[config.mk]
export PLATFORM = sky130hd
export DESIGN_NAME = unidad_mult_div
export DESIGN_NICKNAME = d
export VERILOG_FILES = /design/src/rtl/mips_pkg.sv /design/src/rtl/mult_div_paso.sv /design/src/rtl/unidad_mult_div.sv
export SDC_FILE = /design/constraint.sdc
export NUM_CORES = 1
export LEC_CHECK = 0
export ABC_AREA = 0
export ABC_CLOCK_PERIOD_IN_PS = 4300
export BUFFER_PORTS_ARGS = -buffer_cell sky130_fd_sc_hd__buf_4
export CORE_ASPECT_RATIO = 0.5
export CORE_MARGIN = 2
export CORE_UTILIZATION = 62
export CTS_BUF_LIST = sky130_fd_sc_hd__clkbuf_16
export DETAILED_ROUTE_END_ITERATION = 7
export MAX_ROUTING_LAYER = met4
export PLACE_DENSITY = 0.82
export SYNTH_ARGS = -nofsm -noshare
export SYNTH_HDL_FRONTEND = slang
export SYNTH_SLANG_ARGS = --single-unit
[constraint.sdc]
create_clock -name clk -period 4.3 [get_ports clk]
set_input_delay 0.645 -clock clk [delete_from_list [all_inputs] [get_ports clk]]
set_output_delay 0.645 -clock clk [all_outputs]
set_load 0.02 [all_outputs]
[src/rtl/mips_pkg.sv]
// Shared MIPS definitions: multiply/divide op encoding, unit FSM states and default datapath width.
package mips_pkg;

    localparam int XLEN_DEF = 32;

    localparam logic [1:0] OP_MULT  = 2'b00;
    localparam logic [1:0] OP_MULTU = 2'b01;
    localparam logic [1:0] OP_DIV   = 2'b10;
    localparam logic [1:0] OP_DIVU  = 2'b11;

    typedef enum logic [1:0] {
        IDLE = 2'b00,
        RUN  = 2'b01,
        FIX  = 2'b10
    } state_t;

    function automatic logic op_is_div(input logic [1:0] op_v);
        return op_v[1];
    endfunction

    function automatic logic op_is_signed(input logic [1:0] op_v);
        return (op_v == OP_MULT) || (op_v == OP_DIV);
    endfunction

endpackage

[src/rtl/mult_div_paso.sv]
// One iteration of the multiply/divide datapath: shift-add (mode=0) or restoring subtract (mode=1)
// on an accumulator laid out as {upper[XLEN:0], lower[XLEN-1:0]}.
module mult_div_paso #(
    parameter int XLEN = 32
) (
    input  logic              mode,
    input  logic [2*XLEN:0]   acc_in,
    input  logic [XLEN-1:0]   operand,
    output logic [2*XLEN:0]   acc_out
);

    logic [XLEN:0]   upper_s;
    logic [XLEN-1:0] lower_s;
    logic [XLEN:0]   sum_s;
    logic [XLEN:0]   shifted_s;
    logic [XLEN+1:0] diff_s;

    assign upper_s   = acc_in[2*XLEN:XLEN];
    assign lower_s   = acc_in[XLEN-1:0];
    assign sum_s     = acc_in[0] ? (upper_s + {1'b0, operand}) : upper_s;
    assign shifted_s = {upper_s[XLEN-1:0], lower_s[XLEN-1]};
    assign diff_s    = {1'b0, shifted_s} - {2'b00, operand};

    // Select the step; a borrow out of the trial subtract restores the shifted remainder
    always_comb begin
        acc_out = acc_in;
        if (mode) begin
            if (diff_s[XLEN+1]) begin
                acc_out = {shifted_s, lower_s[XLEN-2:0], 1'b0};
            end else begin
                acc_out = {diff_s[XLEN:0], lower_s[XLEN-2:0], 1'b1};
            end
        end else begin
            acc_out = {1'b0, sum_s, lower_s[XLEN-1:1]};
        end
    end

endmodule

[src/rtl/unidad_mult_div.sv]
// Iterative MULT/MULTU/DIV/DIVU unit holding HI/LO; operations run on unsigned magnitudes with a final sign fix.
// Optional MULTDIV_FAST_ZERO_EN: zero multiply operands or a zero dividend skip straight to FIX.
module unidad_mult_div
    import mips_pkg::*;
#(
    parameter int XLEN  = XLEN_DEF,
    parameter int CNT_W = 6
) (
    input  logic            clk,
    input  logic            rst_n,
    input  logic            start,
    input  logic [1:0]      op,
    input  logic [XLEN-1:0] rs_data,
    input  logic [XLEN-1:0] rt_data,
    output logic            busy,
    output logic            done,
    output logic [XLEN-1:0] hi,
    output logic [XLEN-1:0] lo
);

    function automatic logic [XLEN-1:0] magnitude(input logic [XLEN-1:0] x);
        return x[XLEN-1] ? ((~x) + XLEN'(1)) : x;
    endfunction

    state_t state_r, state_n;

    logic [CNT_W-1:0]  count_r, count_n;
    logic [1:0]        op_r, op_n;
    logic [2*XLEN:0]   acc_r, acc_n;
    logic [XLEN-1:0]   opnd_r, opnd_n;
    logic [XLEN-1:0]   rs_orig_r, rs_orig_n;
    logic              neg_q_r, neg_q_n;
    logic              neg_rem_r, neg_rem_n;
    logic              div0_r, div0_n;
    logic              zero_r, zero_n;
    logic [XLEN-1:0]   hi_r, hi_n;
    logic [XLEN-1:0]   lo_r, lo_n;
    logic              done_r, done_n;
    logic              busy_r;

    logic              sign_a_s, sign_b_s;
    logic [XLEN-1:0]   mag_a_s, mag_b_s;
    logic              fast_zero_s;
    logic [2*XLEN:0]   step_s;
    logic [2*XLEN-1:0] prod_s;
    logic [XLEN-1:0]   quo_s, rem_s;

    assign sign_a_s = op_is_signed(op) & rs_data[XLEN-1];
    assign sign_b_s = op_is_signed(op) & rt_data[XLEN-1];
    assign mag_a_s  = op_is_signed(op) ? magnitude(rs_data) : rs_data;
    assign mag_b_s  = op_is_signed(op) ? magnitude(rt_data) : rt_data;

`ifdef MULTDIV_FAST_ZERO_EN
    assign fast_zero_s = op_is_div(op) ? ((rs_data == {XLEN{1'b0}}) && (rt_data != {XLEN{1'b0}}))
                                       : ((rs_data == {XLEN{1'b0}}) || (rt_data == {XLEN{1'b0}}));
`else
    assign fast_zero_s = 1'b0;
`endif

    assign prod_s = acc_r[2*XLEN-1:0];
    assign quo_s  = acc_r[XLEN-1:0];
    assign rem_s  = acc_r[2*XLEN-1:XLEN];

    mult_div_paso #(.XLEN(XLEN)) u_paso (
        .mode    (op_is_div(op_r)),
        .acc_in  (acc_r),
        .operand (opnd_r),
        .acc_out (step_s)
    );

    // State register
    always_ff @(posedge clk or negedge rst_n) begin
        if (!rst_n) begin
            state_r <= IDLE;
        end else begin
            state_r <= state_n;
        end
    end

    // Next-state logic
    always_comb begin
        state_n = state_r;
        case (state_r)
            IDLE: begin
                if (start) begin
                    state_n = fast_zero_s ? FIX : RUN;
                end else begin
                    state_n = IDLE;
                end
            end
            RUN: begin
                if (count_r == CNT_W'(XLEN - 1)) begin
                    state_n = FIX;
                end else begin
                    state_n = RUN;
                end
            end
            FIX:     state_n = IDLE;
            default: state_n = IDLE;
        endcase
    end

    // Datapath and output next values; HI/LO only move in FIX
    always_comb begin
        count_n   = count_r;
        op_n      = op_r;
        acc_n     = acc_r;
        opnd_n    = opnd_r;
        rs_orig_n = rs_orig_r;
        neg_q_n   = neg_q_r;
        neg_rem_n = neg_rem_r;
        div0_n    = div0_r;
        zero_n    = zero_r;
        hi_n      = hi_r;
        lo_n      = lo_r;
        done_n    = 1'b0;
        case (state_r)
            IDLE: begin
                if (start) begin
                    op_n      = op;
                    rs_orig_n = rs_data;
                    neg_q_n   = sign_a_s ^ sign_b_s;
                    neg_rem_n = sign_a_s;
                    div0_n    = op_is_div(op) && (rt_data == {XLEN{1'b0}});
                    zero_n    = fast_zero_s;
                    count_n   = {CNT_W{1'b0}};
                    if (op_is_div(op)) begin
                        acc_n  = {{(XLEN+1){1'b0}}, mag_a_s};
                        opnd_n = mag_b_s;
                    end else begin
                        acc_n  = {{(XLEN+1){1'b0}}, mag_b_s};
                        opnd_n = mag_a_s;
                    end
                end else begin
                    count_n = count_r;
                end
            end
            RUN: begin
                acc_n   = step_s;
                count_n = count_r + CNT_W'(1);
            end
            FIX: begin
                done_n  = 1'b1;
                count_n = {CNT_W{1'b0}};
                if (zero_r) begin
                    hi_n = {XLEN{1'b0}};
                    lo_n = {XLEN{1'b0}};
                end else if (div0_r) begin
                    hi_n = rs_orig_r;
                    lo_n = {XLEN{1'b1}};
                end else if (op_is_div(op_r)) begin
                    hi_n = neg_rem_r ? ((~rem_s) + XLEN'(1)) : rem_s;
                    lo_n = neg_q_r   ? ((~quo_s) + XLEN'(1)) : quo_s;
                end else begin
                    {hi_n, lo_n} = neg_q_r ? ((~prod_s) + (2*XLEN)'(1)) : prod_s;
                end
            end
            default: begin
                count_n = {CNT_W{1'b0}};
            end
        endcase
    end

    // Working registers, HI/LO and status flags
    always_ff @(posedge clk or negedge rst_n) begin
        if (!rst_n) begin
            count_r   <= {CNT_W{1'b0}};
            op_r      <= 2'b00;
            acc_r     <= {(2*XLEN+1){1'b0}};
            opnd_r    <= {XLEN{1'b0}};
            rs_orig_r <= {XLEN{1'b0}};
            neg_q_r   <= 1'b0;
            neg_rem_r <= 1'b0;
            div0_r    <= 1'b0;
            zero_r    <= 1'b0;
            hi_r      <= {XLEN{1'b0}};
            lo_r      <= {XLEN{1'b0}};
            done_r    <= 1'b0;
            busy_r    <= 1'b0;
        end else begin
            count_r   <= count_n;
            op_r      <= op_n;
            acc_r     <= acc_n;
            opnd_r    <= opnd_n;
            rs_orig_r <= rs_orig_n;
            neg_q_r   <= neg_q_n;
            neg_rem_r <= neg_rem_n;
            div0_r    <= div0_n;
            zero_r    <= zero_n;
            hi_r      <= hi_n;
            lo_r      <= lo_n;
            done_r    <= done_n;
            busy_r    <= (state_n != IDLE);
        end
    end

    assign busy = busy_r;
    assign done = done_r;
    assign hi   = hi_r;
    assign lo   = lo_r;

endmodule
After elaboration in Yosys (flattened, before gate mapping)
Index checks and enable logic that the tools add are counted.

Multiplexer cells: 24. Reduce and logical (&&, ||, !) cells: 9. Add/sub/neg operators: 8. Equality and inequality tests: 5. Bitwise logic cells: 8.

Operator list (number): 2-to-1 mux 32 bit (12); 2-to-1 mux 65 bit (3); one-hot mux 65 bit (2 select lines) (1); adder 32 x 1 -> 32 bit, second input constant (4); inverter 32 bit (4); adder 64 x 1 -> 64 bit, second input constant (1); 2-to-1 mux 64 bit (1); inverter 64 bit (1); subtractor 33 x 32 -> 34 bit (1); adder 33 x 32 -> 33 bit (1); 2-to-1 mux 33 bit (1); logical NOT 32 bit (1); one-hot mux 6 bit (2 select lines) (1); adder 6 x 1 -> 6 bit, second input constant (1); == test 6 x 5 -> 1 bit, second input constant (1); 2-to-1 mux 6 bit (1); == test 2 bit, second input constant (2); logical NOT 2 bit (2); one-hot mux 2 bit (2 select lines) (1); AND reduction 2 bit (2); nonzero test 2 bit (2); bitwise AND 1 bit (2); == test 2 x 1 -> 1 bit, second input constant (1); 2-to-1 mux 1 bit (2); 5 further kinds (5).

Bits in registers: 208. Word-level logic and storage cells: 67. Input port bits: 69.

Logic depth before layout (Yosys ltp)
Gate-level depths: netlist of run 1.

Depth after elaboration: 7. Gate-level depth with buffers: 14.

Modules after synthesis
From an unflattened synthesis of run 1, not the netlist that was laid out.

Cells, all modules: 2071. Area, all modules: 16504.6 µm².

By module, submodules not included: unidad_mult_div (seq. area each 5180.0 µm², instances 1, area an instance 11654.9 µm², cells each 1384); mult_div_paso (seq. area each 0.0 µm², instances 1, area an instance 4849.7 µm², cells each 687).

Worst setup path after synthesis of run 1
OpenSTA, ideal clock, no wires.

Path type: register to register. Start: register acc_r[0]. End: register hi_r[14], in the netlist hi[14]. Path buffers: 1. Data required time: 4172 ps. Cell stages (with the launch flop): 13. Path slack: 1196 ps. Period minus slack after synthesis: 3104 ps. Arrival time: 2976 ps. Cells stage by stage: dfrtp_1 > inv_1 > clkbuf_1 > ha_1 > or3b_2 > nor4_1 > nand4_1 > or2_2 > o311ai_1 > o21ai_0 > xor2_1 > mux2i_1 > o21ai_1.

Word-level cells in the longest chain between the ends: 5.

RTL lines: start, declared (RTL line unidad_mult_div.sv:29) `logic [2*XLEN:0] acc_r, acc_n;`; start signal, assigned (RTL line unidad_mult_div.sv:169) `acc_r <= {(2*XLEN+1){1'b0}};`; start signal, assigned (RTL line unidad_mult_div.sv:183) `acc_r <= acc_n;`; inverter 64 bit (RTL line unidad_mult_div.sv:155) `{hi_n, lo_n} = neg_q_r ? ((~prod_s) + (2*XLEN)'(1)) : prod_s;`; adder 64 x 1 -> 64 bit (RTL line unidad_mult_div.sv:155); 2-to-1 mux 64 bit (RTL line unidad_mult_div.sv:155); 2-to-1 mux 32 bit (RTL line unidad_mult_div.sv:151) `end else if (op_is_div(op_r)) begin`; 2-to-1 mux 32 bit (RTL line unidad_mult_div.sv:148) `end else if (div0_r) begin`; end signal, assigned (RTL line unidad_mult_div.sv:176) `hi_r <= {XLEN{1'b0}};`; end signal, assigned (RTL line unidad_mult_div.sv:190) `hi_r <= hi_n;`; end, declared (RTL line unidad_mult_div.sv:36) `logic [XLEN-1:0] hi_r, hi_n;`.

Every way passes these cells. A chain may end at the register's enable or synchronous reset.

Final worst setup path of run 1
Start: register acc_r[1]. End: register hi_r[14], in the netlist hi[14].

Same word-level chain as after synthesis.

==> key figures, run 1 <==
Outcome
  – Outcome: finished, final reports clean

GRT
  – Number of global-route vias before repair: 15950
  – First-pass GRT wire length: 95.16 mm
  – Total global routing overflow: 0
  – Total Routing Usage GR: 0.4519
  – Largest net degree at the start of global routing: 103
  – Initial antenna violation count: 4

Route
  – DR vias/cell: 6.806
  – DRT antenna net count: 0
  – Vias after detailed routing: roughly 17000
  – Final WL: 62.33 mm
  – Drt drc: 0
  – DR WL/cell: about 25 um
  – Pre-antenna DRT Iters: 6
  – Drt first-iter violations: between 2000 and 2500

Die
  – Num rows: between 40 and 50
  – Die Footprint: 28330 um2
  – Core area: between 20000 and 30000 um2
  – IO Count: 135
  – Chip Height: 120.0 um
  – Initial core utilization: 0.6314
  – DIE WIDTH: between 200 and 250 um

Synthesis
  – Netlist cell types: 89
  – Number of synthesized register bits: 207
  – Synth area leader: dfrtp_1
  – Synth Net Count: ~2200
  – Synth Warn #: 0
  – Ys flop type: dfrtp_1
  – Ys async rst share: 1.000
  – Register area share after synthesis: 0.3103
  – Post-Syn Area: 16690 um2
  – Top cells by area, synth: dfrtp_1 (31%), nand2_1 (6.5%), o21ai_0 (5.6%), xnor2_1 (5.4%), a21oi_1 (5.3%)
  – Synth top area share: 0.3103
  – Post-Syn Instances: 2072
  – Synthesized area per cell: 8.056 um2
  – EDFF count, synth: 0

Timing
  – Final hold viol count: 0
  – Setup TNS: 0 ns
  – Final Cycle Share: 0.8601
  – F_max: 0.2704 GHz
  – Final Max Tran Viols: 0
  – Worst Skew: 0.02444 ns
  – Max_slew headroom: 0.2434
  – Actual slew at the worst max-slew pin: between 1 and 1.5 ns
  – Final min period: 3.698 ns
  – Endpoints failing setup: 0
  – RSZ-0062 raised after global routing: false
  – PnR worst setup slack: between 0.6 and 0.7 ns

Clocking
  – CTS Buf Count: 21
  – Hold buffers post-CTS: 0
  – H-tree depth: 1
  – Number of buffers on the longest clock path: 3
  – Worst-Skew Late Latency: 0.55 ns
  – CTS Root Cell: clkbuf_16
  – Number of setup buffers added after CTS: 0
  – CTS resizes: 0
  – Clock net sink count: 207
  – Clock slew at reported path FFs: around 0.070 ns
  – CTS tree: done

Power and ir drop
  – VDD IR max: 0.3881 mV
  – NetSw: 7049 uW
  – Flop pwr share: 0.256
  – Logic pwr share: 0.610
  – P_leak: 0.007905 uW
  – Total power: 13810 uW
  – Pint: 6757 uW
  – Power per cell area: approximately 750 nW/um2
  – Sw Ratio: 0.5106
  – Clock share of power: 0.133

Layout
  – Layout cells sized above 1: 0.1163
  – P&R area growth vs syn: 10.79%
  – Finished Core Util: 0.6996
  – Final-stage net count: 2274

Critical path
  – CP Capture Type: flip-flop
  – CP required: 4.70 ns
  – Reg2reg end: hi[14]$_DFFE_PN0P_
  – R2r worst-path depth: 11
  – Worst EP arrival: 4.10 ns
  – R2R setup slack: 0.60 ns
  – Reg-to-Reg Start: acc_r[1]$_DFFE_PN0P_
  – CP Max Fanout: 6
  – CP Class: flip-flop to flip-flop
  – Crit start category: flip-flop

Placement
  – Placer Congestion: 1.114
  – Pre-CTS setup slack: 0.7390 ns
  – IO buf count: 134
  – DPL Wire Length: 46.34 mm

Run
  – Max Cap Violations: 0

Worst hold path
  – Worst Hold Class: input port to asynchronous set/reset pin
-- Yosys cell counts, types with 7 or more instances --
master    count
nand4_1      13
a311oi_1      8
or3_1         8
o41ai_1      13
nand3_1      34
or4_1        16
a21oi_1     177
a22oi_1      10
and3_1       17
ha_1         69
o221ai_1      8
nand2_1     287
nor4_1       17
o22a_1       32
xor2_1       66
nor3b_1       7
o31ai_1      27
buf_1        15
a211oi_1     51
xnor2_1     103
o211ai_1     28
o21a_1       13
inv_1        60
dfrtp_1     207
o21ai_1      10
nand2b_1     20
nor2b_1      13
nor3_1       41
mux2i_1      61
and2_1       11
clkbuf_8      7
nand3b_1      7
nor2_1      147
o21ai_0     186
a21o_1       36
a31oi_1      28
clkbuf_1    111
-- area by class of cell --
class | instances | area (um2)
timing repair buffer | 183 | 1393
antenna | 4 | 10.01
multi-input combinational | 1659 | 10580
sequential | 207 | 5184
clock inverter | 17 | 125.1
clock buffer | 21 | 525.5
tap | 352 | 440.4
fill | 2202 | 7940
inverter | 62 | 232.7
-- routing by layer --
metal  global-route usage  wire length (um)
met2               0.6486             26180
met1               0.5908             24800
met5                    -                 0
met4               0.1831              2562
met3               0.1465              8782
-- through the flow --
| step | instances | area [um2] | hold slack, ns |
|---|---|---|---|
| floorplan | 2072 | 16690 | 0.3494 |
| global placement | 2463 | 17830 | 0.4538 |
| detailed placement | 2463 | 17830 | 0.4653 |
| CTS | 2501 | 18480 | 0.1251 |
| global route | 2504 | 18490 | 0.1582 |
| finish | 2505 | 18490 | 0.1006 |
-- cell usage in the layout, fill, tap and decap left out, types with 41 or more instances in the layout --
| cell | instances |
|---|---|
| a211oi_1 | 51 |
| a21oi_1 | 177 |
| buf_4 | 181 |
| dfrtp_1 | 206 |
| ha_1 | 69 |
| inv_1 | 64 |
| mux2i_1 | 61 |
| nand2_1 | 286 |
| nor2_1 | 146 |
| nor3_1 | 41 |
| o21ai_0 | 186 |
| xnor2_1 | 103 |
| xor2_1 | 66 |
-- registers in the layout, summed over array words and instances (netlist names) --
register   cells
acc_r         65
busy           1
count_r        6
div0_r         1
done           1
hi            32
lo            32
neg_q_r        1
neg_rem_r      1
op_r           1
opnd_r        32
rs_orig_r     32
state_r        2
-- logic make-up after synthesis --
family          Yosys count  share of synthesized area
xor+xnor                169                    0.08868
compound gates          687                     0.2623
mux                      64                    0.03861
simple gates            668                     0.1892
fa+ha+maj                71                    0.05412
flops                   207                     0.3103
buf+inv                 206                    0.05675
-- how the worst max path moves through the flow --
stage	start	slack, ns	to
finish	acc_r[1]$_DFFE_PN0P_	0.60	hi[14]$_DFFE_PN0P_
global route	acc_r[1]$_DFFE_PN0P_	0.47	hi[12]$_DFFE_PN0P_
CTS	acc_r[1]$_DFFE_PN0P_	0.71	hi[14]$_DFFE_PN0P_
detailed placement	acc_r[1]$_DFFE_PN0P_	0.74	hi[14]$_DFFE_PN0P_
global placement	acc_r[32]$_DFFE_PN0P_	0.83	acc_r[63]$_DFFE_PN0P_
floorplan	acc_r[0]$_DFFE_PN0P_	1.20	hi[14]$_DFFE_PN0P_
-- critical path, cell delays in order, from the launching register on --
cell and delay [ns]:
dfrtp_1 0.44, inv_1 0.10, ha_1 0.16, or3b_2 0.50
nor4_1 0.62, nand4_1 0.49, or2_2 0.49, o311ai_1 0.23
o21ai_0 0.15, xor2_1 0.16, mux2i_1 0.15, o21ai_1 0.07
-- power groups by stage --
stage / clock network, uW / logic, uW / registers (uW)
after detailed placement: 0 / 8110 / 3480
after global placement: 0 / 8030 / 3460
final: 1840 / 8430 / 3540
after floorplan: 0 / 6280 / 2910
after global routing: 1910 / 9150 / 3560
after CTS: 1830 / 8170 / 3450
No activity file was read; power rests on OpenSTA's default activity.
==> inputs of run 2 (changes only) <==
--- a/config.mk
+++ b/config.mk
@@ -6,15 +6,14 @@
 export NUM_CORES = 1
 export LEC_CHECK = 0
 export ABC_AREA = 0
-export ABC_CLOCK_PERIOD_IN_PS = 4300
+export ABC_CLOCK_PERIOD_IN_PS = 4600
 export BUFFER_PORTS_ARGS = -buffer_cell sky130_fd_sc_hd__buf_4
 export CORE_ASPECT_RATIO = 0.5
-export CORE_MARGIN = 2
-export CORE_UTILIZATION = 62
+export CORE_UTILIZATION = 65
 export CTS_BUF_LIST = sky130_fd_sc_hd__clkbuf_16
 export DETAILED_ROUTE_END_ITERATION = 7
 export MAX_ROUTING_LAYER = met4
-export PLACE_DENSITY = 0.82
+export PLACE_DENSITY = 0.86
 export SYNTH_ARGS = -nofsm -noshare
 export SYNTH_HDL_FRONTEND = slang
 export SYNTH_SLANG_ARGS = --single-unit
==> constraint.sdc (replaced) <==
create_clock -name clk -period 4.6 [get_ports clk]
set_input_delay 0.69 -clock clk [delete_from_list [all_inputs] [get_ports clk]]
set_output_delay 0.69 -clock clk [all_outputs]
set_load 0.02 [all_outputs]
==> key figures, run 2 (synthesis gave the netlist of run 1 again) <==
Die
  – Die Footprint: 26360 um2 (was 28330 um2)
  – Chip Height: 115.3 um (was 120.0 um)
  – Initial core utilization: 0.6627 (was 0.6314)
  – Num rows: 41 (was 42)
  – DIE WIDTH: 228.6 um (was 236.0 um)
  – IO Count: 135 (unchanged)
  – Core area: 25190 um2 (was 26430 um2)

Route
  – DR WL/cell: 25.04 um (was 24.88 um)
  – Drt first-iter violations: 2331 (was 2106)
  – Vias after detailed routing: 17190 (was 17050)
  – Pre-antenna DRT Iters: 6 (unchanged)
  – Drt drc: 0 (unchanged)
  – Final WL: 62.26 mm (was 62.33 mm)
  – DRT antenna net count: 0 (unchanged)
  – DR vias/cell: 6.916 (was 6.806)

Layout
  – Most common cell after layout, fill and taps aside: nand2_1 (unchanged)
  – Max FFs per register: 65 (unchanged)
  – Fill cells: 1948 (was 2202)
  – FF+latch area: 5184 um2 (unchanged)
  – Layout cells sized above 1: 0.1137 (was 0.1163)
  – Final-stage net count: 2264 (was 2274)
  – Biggest register: acc_r (unchanged)
  – Fin area: 18430 um2 (was 18490 um2)
  – Most frequent cells in the layout: nand2_1 (286), dfrtp_1 (206), o21ai_0 (186) (unchanged)
  – Multi-input logic area: 10580 um2 (unchanged)
  – P&R area growth vs syn: 10.39% (was 10.79%)

Timing
  – Final min period: 3.867 ns (was 3.698 ns)
  – RSZ-0062 raised after global routing: false (unchanged)
  – Final hold viol count: 0 (unchanged)
  – Final Max Tran Viols: 0 (unchanged)
  – Worst Skew: 0.01953 ns (was 0.02444 ns)
  – F_max: 0.2586 GHz (was 0.2704 GHz)
  – Endpoints failing setup: 0 (unchanged)
  – Final Cycle Share: 0.8407 (was 0.8601)
  – Setup TNS: 0 ns (unchanged)
  – Actual slew at the worst max-slew pin: 1.058 ns (was 1.128 ns)
  – Max_slew headroom: 0.2905 (was 0.2434)

GRT
  – First-pass GRT wire length: 94.11 mm (was 95.16 mm)
  – Total Routing Usage GR: 0.4841 (was 0.4519)
  – Initial antenna violation count: 4 (unchanged)
  – Largest net degree at the start of global routing: 109 (was 103)
  – Number of global-route vias before repair: 15860 (was 15950)
  – Total global routing overflow: 0 (unchanged)

Power and ir drop
  – Flop pwr share: 0.265 (was 0.256)
  – VDD IR max: 0.3896 mV (was 0.3881 mV)
  – Logic pwr share: 0.597 (was 0.610)
  – Power per cell area: 704.1 nW/um2 (was 746.6 nW/um2)
  – Pint: 6337 uW (was 6757 uW)
  – Clock share of power: 0.138 (was 0.133)
  – P_leak: 0.007862 uW (was 0.007905 uW)
  – NetSw: 6635 uW (was 7049 uW)
  – Sw Ratio: 0.5115 (was 0.5106)

Clocking
  – Clock net sink count: 207 (unchanged)
  – CTS Root Cell: clkbuf_16 (unchanged)
  – CTS tree: done (unchanged)
  – CTS Buf Count: 21 (unchanged)
  – Hold buffers post-CTS: 0 (unchanged)
  – CTS resizes: 0 (unchanged)
  – Clock slew at reported path FFs: 0.08 ns (was 0.07 ns)
  – H-tree depth: 1 (unchanged)
  – Worst-Skew Late Latency: 0.55 ns (about the same)
  – Number of buffers on the longest clock path: 3 (unchanged)
  – Number of setup buffers added after CTS: 0 (unchanged)

Critical path
  – CP Capture Type: flip-flop (unchanged)
  – Reg2reg end: acc_r[0]$_DFFE_PN0P_ (was hi[14]$_DFFE_PN0P_)
  – R2R setup slack: 0.73 ns (was 0.60 ns)
  – Crit start category: flip-flop (unchanged)
  – CP required: 4.98 ns (was 4.70 ns)
  – Worst EP arrival: 4.25 ns (was 4.10 ns)
  – CP Max Fanout: 33 (was 6)
  – Reg-to-Reg Start: acc_r[39]$_DFFE_PN0P_ (was acc_r[1]$_DFFE_PN0P_)
  – R2r worst-path depth: 11 (unchanged)
  – CP Class: flip-flop to flip-flop (unchanged)

Placement
  – DPL Wire Length: 45.32 mm (was 46.34 mm)
  – IO buf count: 134 (unchanged)
  – Placer Congestion: 1.080 (was 1.114)
  – Post-DP Area: 17740 um2 (was 17830 um2)

Outcome
  – Outcome: finished, final reports clean (unchanged)

Run
  – Max Cap Violations: 0 (unchanged)

Worst hold path
  – Worst Hold Class: input port to asynchronous set/reset pin (unchanged)
## run 2: worst max-delay path by stage
stage | startpoint | to | cells after the start
global placement | acc_r[39]$_DFFE_PN0P_ | acc_r[54]$_DFFE_PN0P_ | 11
detailed placement | acc_r[39]$_DFFE_PN0P_ | acc_r[0]$_DFFE_PN0P_ | 11
finish | acc_r[39]$_DFFE_PN0P_ | acc_r[0]$_DFFE_PN0P_ | 11
global route | acc_r[39]$_DFFE_PN0P_ | acc_r[0]$_DFFE_PN0P_ | 11
CTS | acc_r[39]$_DFFE_PN0P_ | acc_r[0]$_DFFE_PN0P_ | 11
floorplan | acc_r[0]$_DFFE_PN0P_ | hi[14]$_DFFE_PN0P_ | 12
## run 2: critical path: stages, from the launching register on
cell      delay [ns]
dfrtp_1         0.60
ha_1            0.36
a21oi_1         0.35
nand3b_1        0.15
o311ai_1        0.47
buf_4           0.23
nand4b_1        0.11
nand2_1         0.14
o21ba_2         0.68
nand2_1         0.28
o211ai_1        0.14
o21ai_0         0.14
## run 2: cell type report
| cell class | count | share of cell area |
|---|---|---|
| multi-input combinational | 1659 | 0.5744 |
| inverter | 62 | 0.01263 |
| tap | 344 | 0.02336 |
| clock inverter | 16 | 0.008353 |
| timing repair buffer | 173 | 0.07089 |
| clock buffer | 21 | 0.02852 |
| antenna | 4 | 0.0005433 |
| sequential | 207 | 0.2813 |
## run 2: per-layer routing
| metal | GRT usage | wire length (um) | share of wire |
|---|---|---|---|
| met3 | 0.1674 | 8847 | 0.14 |
| met5 | - | 0 | 0 |
| met4 | 0.2013 | 2885 | 0.046 |
| met2 | 0.7080 | 26500 | 0.43 |
| met1 | 0.6115 | 24030 | 0.39 |
## run 2: per-stage QoR
stage               power, uW  setup WS (ns)    util  instances  hold slack [ns]
global route            13680         0.5111  0.7315       2486           0.3040
CTS                     12630         0.8462  0.7311       2482           0.2647
detailed placement      10780         0.9115  0.7041       2445           0.4571
finish                  12970         0.7327  0.7315       2486           0.2311
floorplan                8591          1.496       -       2072           0.3944
global placement        10680         0.9765  0.7041       2445           0.4505
## run 2: power groups by stage
| stage | registers, uW | logic, uW | clock network (uW) |
|---|---|---|---|
| after floorplan | 2720 | 5870 | 0 |
| after global placement | 3330 | 7360 | 0 |
| after detailed placement | 3350 | 7430 | 0 |
| after CTS | 3330 | 7520 | 1780 |
| after global routing | 3440 | 8390 | 1850 |
| final | 3430 | 7750 | 1790 |
==> inputs of run 3 (changes only) <==
--- a/config.mk
+++ b/config.mk
@@ -6,14 +6,14 @@
 export NUM_CORES = 1
 export LEC_CHECK = 0
 export ABC_AREA = 0
-export ABC_CLOCK_PERIOD_IN_PS = 4600
+export ABC_CLOCK_PERIOD_IN_PS = 3500
 export BUFFER_PORTS_ARGS = -buffer_cell sky130_fd_sc_hd__buf_4
 export CORE_ASPECT_RATIO = 0.5
-export CORE_UTILIZATION = 65
+export CORE_UTILIZATION = 56
 export CTS_BUF_LIST = sky130_fd_sc_hd__clkbuf_16
 export DETAILED_ROUTE_END_ITERATION = 7
 export MAX_ROUTING_LAYER = met4
-export PLACE_DENSITY = 0.86
+export PLACE_DENSITY = 0.78
 export SYNTH_ARGS = -nofsm -noshare
 export SYNTH_HDL_FRONTEND = slang
 export SYNTH_SLANG_ARGS = --single-unit
==> constraint.sdc (replaced) <==
create_clock -name clk -period 3.5 [get_ports clk]
set_input_delay 0.525 -clock clk [delete_from_list [all_inputs] [get_ports clk]]
set_output_delay 0.525 -clock clk [all_outputs]
set_load 0.02 [all_outputs]
==> key figures, run 3 (synthesis gave the netlist of run 1 again) <==
Timing
  – Endpoints failing setup: 0 (unchanged)
  – PnR worst setup slack: 0.09892 ns (was 0.7327 ns)
  – Final min period: 3.401 ns (was 3.867 ns)
  – Final hold viol count: 0 (unchanged)
  – Actual slew at the worst max-slew pin: 0.9393 ns (was 1.058 ns)
  – Final Max Tran Viols: 0 (unchanged)
  – Max_slew headroom: 0.3659 (was 0.2905)
  – F_max: 0.2940 GHz (was 0.2586 GHz)
  – Worst Skew: 0.01772 ns (was 0.01953 ns)
  – Final Cycle Share: 0.9717 (was 0.8407)

Clocking
  – Worst-Skew Late Latency: 0.54 ns (was 0.55 ns)
  – Hold buffers post-CTS: 0 (unchanged)
  – CTS Root Cell: clkbuf_16 (unchanged)
  – Clock net sink count: 207 (unchanged)
  – CTS tree: done (unchanged)
  – Number of buffers on the longest clock path: 3 (unchanged)
  – H-tree depth: 1 (unchanged)
  – CTS Buf Count: 21 (unchanged)
  – Clock slew at reported path FFs: 0.07 ns (was 0.08 ns)

Outcome
  – Outcome: finished, final reports clean (unchanged)

Layout
  – P&R area growth vs syn: 14.76% (was 10.39%)
  – Biggest register: acc_r (unchanged)
  – Final-stage net count: 2330 (was 2264)
  – Max FFs per register: 65 (unchanged)
  – Most common cell after layout, fill and taps aside: nand2_1 (unchanged)
  – Fill cells: 2457 (was 1948)
  – Layout cells sized above 1: 0.1429 (was 0.1137)
  – Most frequent cells in the layout: nand2_1 (286), buf_4 (233), dfrtp_1 (205) (was nand2_1 (286), dfrtp_1 (206), o21ai_0 (186))

Critical path
  – CP Capture Type: flip-flop (unchanged)
  – Crit start category: flip-flop (unchanged)
  – Worst stage delay on the critical path: 0.50 ns (was 0.68 ns)
  – CP required: 3.95 ns (was 4.98 ns)
  – R2R setup slack: 0.1 ns (was 0.73 ns)
  – CP Cell Sequence: inv_1, ha_1, or3b_2, nor4_2, nand3_1, o21a_1, a211oi_2, a22oi_1, xor2_1, mux2i_1, o21ai_0 (was ha_1, a21oi_1, nand3b_1, o311ai_1, buf_4, nand4b_1, nand2_1, o21ba_2, nand2_1, o211ai_1, o21ai_0)
  – CP Max Fanout: 6 (was 33)
  – Max stage delay cell, worst path: or3b_2 (was o21ba_2)
  – Worst EP arrival: 3.85 ns (was 4.25 ns)
  – CP Class: flip-flop to flip-flop (unchanged)

Placement
  – DPL Wire Length: 48.42 mm (was 45.32 mm)
  – IO buf count: 134 (unchanged)
  – Placer Congestion: 1.128 (was 1.080)
  – Pre-CTS setup slack: -0.2949 ns (was 0.9115 ns)

Route
  – Pre-antenna DRT Iters: 6 (unchanged)
  – DR WL/cell: 24.27 um (was 25.04 um)
  – Drt first-iter violations: 1961 (was 2331)
  – Final WL: 63.17 mm (was 62.26 mm)
  – Vias after detailed routing: 17240 (was 17190)
  – DRT antenna net count: 0 (unchanged)
  – Drt drc: 0 (unchanged)
  – DR vias/cell: 6.624 (was 6.916)

GRT
  – Initial antenna violation count: 6 (was 4)
  – Largest net degree at the start of global routing: 102 (was 109)
  – Number of global-route vias before repair: 15500 (was 15860)
  – Total Routing Usage GR: 0.4223 (was 0.4841)
  – First-pass GRT wire length: 93.75 mm (was 94.11 mm)
  – Total global routing overflow: 0 (unchanged)

Worst hold path
  – Worst Hold Class: input port to asynchronous set/reset pin (unchanged)

Power and ir drop
  – Power per cell area: 926.6 nW/um2 (was 704.1 nW/um2)
  – Total power: 17750 uW (was 12970 uW)
  – VDD IR max: 0.6948 mV (was 0.3896 mV)
  – P_leak: 0.008246 uW (was 0.007862 uW)

Die
  – Chip Height: 124.1 um (was 115.3 um)
  – Die Footprint: 30540 um2 (was 26360 um2)
  – Num rows: 44 (was 41)
  – Core area: 29120 um2 (was 25190 um2)
  – IO Count: 135 (unchanged)
  – DIE WIDTH: 246.2 um (was 228.6 um)
  – Initial core utilization: 0.5731 (was 0.6627)

Run
  – Max Cap Violations: 0 (unchanged)
run 3: cell count changes in the layout (fill, tap and decap cells not counted), sizes merged:
cell | before | now
clkinv | 10 | 9
clkinvlp | 3 | 2
diode | 4 | 8
buf | 173 | 239
bufinv | 2 | 4
run 3: final cells by class:
cell class / count / area (um2) / area share
Inverter: 62 / 232.7 / 0.01215
Tap cell: 391 / 489.2 / 0.02554
Multi-Input combinational cell: 1659 / 10640 / 0.5556
Sequential cell: 207 / 5185 / 0.2707
Antenna cell: 8 / 20.02 / 0.001045
Clock inverter: 16 / 196.4 / 0.01026
Timing Repair Buffer: 239 / 1864 / 0.09733
Clock buffer: 21 / 525.5 / 0.02743
run 3: per-stage QoR:
| step | std cells | instance area [um2] | util | hold slack (ns) | TNS [ns] |
|---|---|---|---|---|---|
| 6_report | 2603 | 19150 | 0.6577 | 0.02080 | 0 |
| 3_5_place_dp | 2557 | 18350 | 0.6299 | 0.4632 | -3.182 |
| 5_1_grt | 2602 | 19150 | 0.6576 | 0.08883 | -0.1465 |
| 4_1_cts | 2594 | 19090 | 0.6555 | 0.06737 | 0 |
| 2_1_floorplan | 2072 | 16690 | - | 0.2294 | 0 |
| 3_3_place_gp | 2557 | 18350 | 0.6299 | 0.4508 | -2.636 |
run 3: final timing paths:
path,cells after the start,from,endpoint
setup / recovery,11,acc_r[1]$_DFFE_PN0P_,hi[18]$_DFFE_PN0P_
hold / removal,1,rst_n,hi[31]$_DFFE_PN0P_
setup reg to reg,11,acc_r[1]$_DFFE_PN0P_,hi[18]$_DFFE_PN0P_
hold reg to reg,2,lo[0]$_DFFE_PN0P_,lo[0]$_DFFE_PN0P_
max in group asynchronous,2,rst_n,lo[13]$_DFFE_PN0P_
min in group clk,3,rs_data[11],rs_orig_r[11]$_DFFE_PN0P_
run 3: power by group:
group	leakage (uW)	switching, uW	internal (uW)
Sequential	0.00244	1060	3030
Clock	0.000357	1060	1400
Combinational	0.00545	6660	4540
run 3: what timing repair did:
action                                  4_1_cts  5_1_grt
resized for setup                             4        7
gates cloned                                  0        0
pin swaps                                     0        1
setup buffers                                 0        1
endpoints found under the setup margin       28       24
run 3: worst max-delay path, delay by kind of cell, from the launching register on:
kind,cells,cell delay [ns]
xor gates and xnor gates,1,0.22
AOI/OAI and AO/OA,4,1.09
and+or+nand+nor,3,1.22
buffers and inverters,1,0.11
muxes,1,0.10
adders and majority gates,1,0.15
DFF,1,0.43
run 3: routing by layer:
layer  routed length [um]  up-vias  track usage
li1                     -     7750            -
met5                    0        -            -
met3                 8153      182       0.1437
met4                 2137        0       0.1366
met2                26610     1033       0.6113
met1                26270     8276       0.5525
